**config.mk**
```make
export PLATFORM = sky130hd
export DESIGN_NAME = dcs_out_requant
export DESIGN_NICKNAME = d
export VERILOG_FILES = /design/src/rtl/dcs_out_requant.sv
export SDC_FILE = /design/constraint.sdc
export NUM_CORES = 1
export LEC_CHECK = 0
export CAP_MARGIN = 40
export CORE_MARGIN = 2
export CORE_UTILIZATION = 30
export CTS_CLUSTER_DIAMETER = 120
export DETAILED_ROUTE_END_ITERATION = 16
export HOLD_SLACK_MARGIN = 0.02
export MAX_ROUTING_LAYER = met4
export PLACE_DENSITY = 0.55
export SLEW_MARGIN = 20
export SYNTH_ARGS = -nofsm -noshare
export SYNTH_HDL_FRONTEND = slang
export SYNTH_SLANG_ARGS = --single-unit
```
**constraint.sdc**
```tcl
create_clock -name clk -period 8.85 [get_ports clk]
set_clock_uncertainty 0.1 [all_clocks]
set_input_delay 2.655 -clock clk [delete_from_list [all_inputs] [get_ports clk]]
set_output_delay 2.655 -clock clk [all_outputs]
set_load 0.03 [all_outputs]
```
**src/rtl/dcs_out_requant.sv**
```systemverilog
// dcs_out_requant: collects eight 32-bit result words from the attention core,
// derives a shared block shift from the block maximum, and streams the eight
// words back out as 8-bit values with a valid/ready handshake.
// Optional build macro: DCS_REQ_ROUND_EN selects round-half-up with saturation
// instead of plain truncation when requantizing.
module dcs_out_requant (
    input  logic        clk,
    input  logic        rst_n,
    input  logic        in_valid,
    input  logic [31:0] in_data,
    input  logic        out_ready,
    output logic        out_valid,
    output logic [7:0]  out_data,
    output logic [2:0]  out_idx,
    output logic        out_last,
    output logic [4:0]  out_shift,
    output logic [2:0]  argmax,
    output logic        busy,
    output logic        drop_err
);

    typedef enum logic [1:0] {
        IDLE    = 2'd0,
        COLLECT = 2'd1,
        SCALE   = 2'd2,
        EMIT    = 2'd3
    } state_t;

    state_t      state_q, state_d;

    // Block storage; contents are only meaningful between COLLECT and EMIT,
    // so it carries no reset.
    logic [31:0] word_buf_q [8];

    logic [2:0]  cnt_q, cnt_d;
    logic [2:0]  k_q, k_d;
    logic [31:0] max_q, max_d;
    logic [2:0]  argmax_q, argmax_d;
    logic [4:0]  shift_q, shift_d;
    logic        drop_q, drop_d;

    logic        store;
    logic [2:0]  wr_idx;
    logic        handshake;
    logic [4:0]  msb_pos;
    logic [4:0]  scale_shift;
    logic [31:0] rd_word;
    logic [7:0]  req_word;

    // A word is accepted only while filling; IDLE always restarts at slot 0.
    assign store     = in_valid && ((state_q == IDLE) || (state_q == COLLECT));
    assign wr_idx    = (state_q == IDLE) ? 3'd0 : cnt_q;
    assign handshake = (state_q == EMIT) && out_ready;
    assign rd_word   = word_buf_q[k_q];

    // State register.
    always_ff @(posedge clk or negedge rst_n) begin
        if (!rst_n) begin
            state_q <= IDLE;
        end else begin
            state_q <= state_d;
        end
    end

    // Next-state logic: fill 8 words, one scale cycle, then 8 handshakes.
    always_comb begin
        state_d = state_q;
        case (state_q)
            IDLE:    if (in_valid) state_d = COLLECT;
            COLLECT: if (in_valid && (cnt_q == 3'd7)) state_d = SCALE;
            SCALE:   state_d = EMIT;
            EMIT:    if (out_ready && (k_q == 3'd7)) state_d = IDLE;
            default: state_d = IDLE;
        endcase
    end

    // Write accepted words into the block buffer.
    always_ff @(posedge clk) begin
        if (store) begin
            word_buf_q[wr_idx] <= in_data;
        end
    end

    // Position of the highest set bit of the block maximum.
    always_comb begin
        msb_pos = 5'd0;
        for (int i = 0; i < 32; i++) begin
            if (max_q[i]) msb_pos = 5'(i);
        end
    end

    // Shift so the maximum lands in the top bit of an 8-bit result.
    assign scale_shift = (max_q < 32'd256) ? 5'd0 : (msb_pos - 5'd7);

    // Datapath next-state: counters, running max (strictly greater wins, so
    // ties keep the lowest index), block shift and the sticky drop flag.
    always_comb begin
        cnt_d    = cnt_q;
        k_d      = k_q;
        max_d    = max_q;
        argmax_d = argmax_q;
        shift_d  = shift_q;
        drop_d   = drop_q;
        if (store) begin
            cnt_d = wr_idx + 3'd1;
            if ((state_q == IDLE) || (in_data > max_q)) begin
                max_d    = in_data;
                argmax_d = wr_idx;
            end
        end
        if (state_q == SCALE) begin
            shift_d = scale_shift;
        end
        if (handshake) begin
            k_d = k_q + 3'd1;
        end
        if (in_valid && ((state_q == SCALE) || (state_q == EMIT))) begin
            drop_d = 1'b1;
        end
    end

    // Datapath registers.
    always_ff @(posedge clk or negedge rst_n) begin
        if (!rst_n) begin
            cnt_q    <= 3'd0;
            k_q      <= 3'd0;
            max_q    <= 32'd0;
            argmax_q <= 3'd0;
            shift_q  <= 5'd0;
            drop_q   <= 1'b0;
        end else begin
            cnt_q    <= cnt_d;
            k_q      <= k_d;
            max_q    <= max_d;
            argmax_q <= argmax_d;
            shift_q  <= shift_d;
            drop_q   <= drop_d;
        end
    end

`ifdef DCS_REQ_ROUND_EN
    logic [32:0] round_sum;
    logic [32:0] round_shifted;

    // Round half up, then clamp: rounding can carry the maximum to 256.
    always_comb begin
        round_sum     = 33'd0;
        round_shifted = 33'd0;
        req_word      = 8'(rd_word);
        if (shift_q != 5'd0) begin
            round_sum     = {1'b0, rd_word} + (33'd1 << (shift_q - 5'd1));
            round_shifted = round_sum >> shift_q;
            req_word      = (round_shifted > 33'd255) ? 8'hFF : 8'(round_shifted);
        end
    end
`else
    // Truncating requantization; the shift guarantees every word fits 8 bits.
    always_comb begin
        req_word = 8'(rd_word >> shift_q);
    end
`endif

    // Output logic: everything except busy/drop_err is quiet outside EMIT.
    always_comb begin
        out_valid = 1'b0;
        out_data  = 8'd0;
        out_idx   = 3'd0;
        out_last  = 1'b0;
        out_shift = 5'd0;
        argmax    = 3'd0;
        busy      = (state_q != IDLE);
        drop_err  = drop_q;
        if (state_q == EMIT) begin
            out_valid = 1'b1;
            out_data  = req_word;
            out_idx   = k_q;
            out_last  = (k_q == 3'd7);
            out_shift = shift_q;
            argmax    = argmax_q;
        end
    end

endmodule
```
==> key figures <==
Route
  – Total Routed Length: ~38000 um
  – WL/cell: between 20 and 25 um
  – Via count: between 8000 and 9000
  – Initial DRC count: around 810
  – Drt via density: 5.25
  – Final ANT Viol Nets: 0
  – DRC viols: 0
  – Router iterations before antenna repair: 5

Worst setup path
  – Most common cell on crit path: mux2i_1
  – Crit Path Max Fanout: 24
  – Worst-path cell chain: buf_12 -> buf_4 -> mux4_2 -> mux2_2 -> mux2i_1 -> mux2i_1 -> a22o_1 -> a22oi_1 -> o211ai_1 -> clkdlybuf4s50_1
  – Req. time, crit path: ~6100 ps
  – Critical path class: register to output port
  – CP Data Arrival Time: between 4000 and 5000 ps
  – Crit path from: k_q[1]
  – Worst reg2reg path endpoint: max_q[8]
  – Worst Setup EP: out_data[1]
  – Worst r2r src: max_q[22]
  – Crit path launch type: register
  – Slowest library cell on the worst path: dfrtp_4
  – Delay of the slowest critical-path stage: 720 ps
  – Reg2Reg Depth: 10
  – CP Capture Type: output port
  – Reg2Reg Setup Slack: 5730 ps

STA
  – Setup Viol. Count Final: 0
  – RSZ-0062 raised after global routing: false
  – Fmax: 141 MHz
  – Max_slew headroom: 0.464
  – Post-Route Setup TNS: 0 ps
  – Fin crit share: 0.803
  – Final hold vios: 0
  – Min Tclk post-route: between 7000 and 8000 ps
  – Worst-Margin Slew: roughly 800 ps
  – Final Slew Violations: 0

GRT
  – Largest net degree at the start of global routing: 50
  – Global route total overflow: 0
  – GR Util All Layers: 0.161
  – First-pass GRT wire length: between 50000 and 60000 um
  – Vias in the first global route: ~9000
  – Initial antenna violation count: 3

Finish
  – Share of cells above drive strength 1: 0.180
  – Syn-to-layout area delta: 17.3%
  – Final net count: about 1100
  – Area of the multi-input gates: ~0.0051 sq mm
  – Fill cells: 4559
  – Reg area: around 0.0089 sq mm

Pwr
  – Internal power: about 3.6 mW
  – Sw power: between 2 and 2.5 mW
  – Pwr Density: about 340 mW/mm^2
  – Net Sw Frac: 0.366
  – Clock Power Share: 0.243
  – Worst vdd ir: roughly 130 uV
  – Tot Pwr: between 5 and 6 mW
  – Sequential fraction of design power: 0.341
  – Combinational fraction of design power: 0.416
  – P_leak: 5.77 nW

Yosys
  – Post-synth EDFFs: between 200 and 300
  – FFs w/ async S/R, synth: 0.161
  – Ranking of synthesized cells by area: edfxtp_1 54%, mux4_2 11%, dfrtp_1 8.6%
  – Most frequent cell after synthesis: edfxtp_1
  – Sequential share of the synthesized area: 0.622
  – Top cells by count, synth: 256 x edfxtp_1, 68 x mux4_2, 49 x dfrtp_1, 45 x nand2_1, 43 x inv_1
  – Post-synthesis cell area: between 0.01 and 0.015 sq mm
  – Synth cell types: between 60 and 70
  – Net Count, Synth: 1016
  – Mean Syn Cell Area: approximately 15 sq um
  – FF+latch count, synth: between 300 and 400
  – Area leader, netlist: edfxtp_1
  – Post-Synthesis Cells: 940
  – Yosys top cell area share: 0.536
  – Synth Flop Type: edfxtp_1
  – Yosys warning count: 0

Clock network
  – H-tree lvl count: 2
  – Cts hold-fix bufs: 0
  – Clock root cell: clkbuf_16
  – Skew-Pair Late Insertion Delay: about 510 ps
  – TritonCTS buffer count: 35
  – CTS tree: yes
  – Clock sinks: 305
  – Reg clk slew, reported paths: roughly 60 ps
  – Cts repair resizes: 0
  – Clock buffer depth: 3
  – # Post-CTS Setup Buffers: 0

Die
  – Core Footprint: between 0.04 and 0.05 sq mm
  – # rows: 80
  – Die area: around 0.05 sq mm
  – Die Span X: 223 um
  – # IOs: a little under 60
  – Starting density of the core: 0.302
  – Die Height: 223 um

Placement
  – Post-DP HPWL: 25500 um
  – Port bufs: 58
  – Placer Congestion: ~0.9

Flow run
  – Max cap viols: 0

Min path
  – Hold crit path type: register to register

Run status
  – Status: completed
[worst max-delay path: cells and delay by family, from the launching register on]
family          cells  cell delay [ps]
compound gates      3              560
buf+inv             3             1300
flops               1              720
mux                 4             1190
[how the worst min path moves through the flow]
stage                startpoint           to  slack, ps  cells after the start
CTS                 argmax_q[1]  argmax_q[1]        390                      1
detailed placement     drop_err     drop_err        370                      1
global route        argmax_q[1]  argmax_q[1]        410                      1
finish              argmax_q[1]  argmax_q[1]        380                      1
floorplan           argmax_q[1]  argmax_q[1]        350                      1
global placement       drop_err     drop_err        350                      1
[power by group through the flow]
stage / logic, mW / clock network, mW / registers [mW]
after floorplan: 1.72 / 0 / 1.87
after global placement: 2.25 / 0 / 2.03
after detailed placement: 2.36 / 0 / 1.97
after CTS: 2.37 / 1.41 / 1.94
after global routing: 2.57 / 1.47 / 1.96
final: 2.36 / 1.38 / 1.93
[cell usage in the layout, fill, tap and decap left out, types with 33 or more instances in the layout]
master / count
mux2_2: 33
ha_1: 40
nand2_1: 45
mux4_2: 68
clkdlybuf4s50_1: 57
a21oi_1: 33
inv_1: 43
clkbuf_16: 37
edfxtp_1: 256
mux2i_1: 39
dfrtp_1: 47
[per-stage QoR]
stage | instances | setup slack, ps | instance area (sq um) | util | hold WS, ps
after floorplan | 940 | 2160 | 14300 | - | 350
after global placement | 1583 | 2110 | 15700 | 0.330 | 353
after detailed placement | 1586 | 2240 | 15700 | 0.331 | 372
after CTS | 1647 | 1660 | 16800 | 0.354 | 385
after global routing | 1649 | 1500 | 16800 | 0.354 | 409
final | 1650 | 1750 | 16800 | 0.354 | 380
[cell type report]
class,instances,area share
clock inverter,14,0.00744
inverter,46,0.0103
tap,615,0.0458
multi-input combinational,540,0.302
timing repair buffer,81,0.0470
clock buffer,47,0.0573
sequential,305,0.530
antenna,2,0.000298
[sequential cells by signal, summed over array words and instances, names as in the netlist]
register,cells
word_buf_q,256
max_q,32
shift_q,5
argmax_q,3
cnt_q,3
k_q,3
state_q,2
drop_err,1
[logic make-up (layout without fill, tap and decap cells)]
kind of cell    Yosys count  after routing  share of synthesized area
flops                   305            305                      0.622
xor+xnor                  2              2                    0.00122
other cells               0              2                          0
mux                     162            162                      0.177
buf+inv                  95            188                     0.0273
compound gates          159            159                     0.0752
fa+ha+maj                40             40                     0.0349
simple gates            177            177                     0.0622
[layer usage]
metal | track usage | vias to the layer above | routed length (um) | part of all wire
li1 | - | 3882 | - | -
met1 | 0.219 | 4509 | 17500 | 0.46
met2 | 0.252 | 220 | 18100 | 0.47
met3 | 0.0302 | 44 | 2070 | 0.054
met4 | 0.0383 | 0 | 711 | 0.019
met5 | - | - | 0 | 0
No activity file was read; power rests on OpenSTA's default activity.
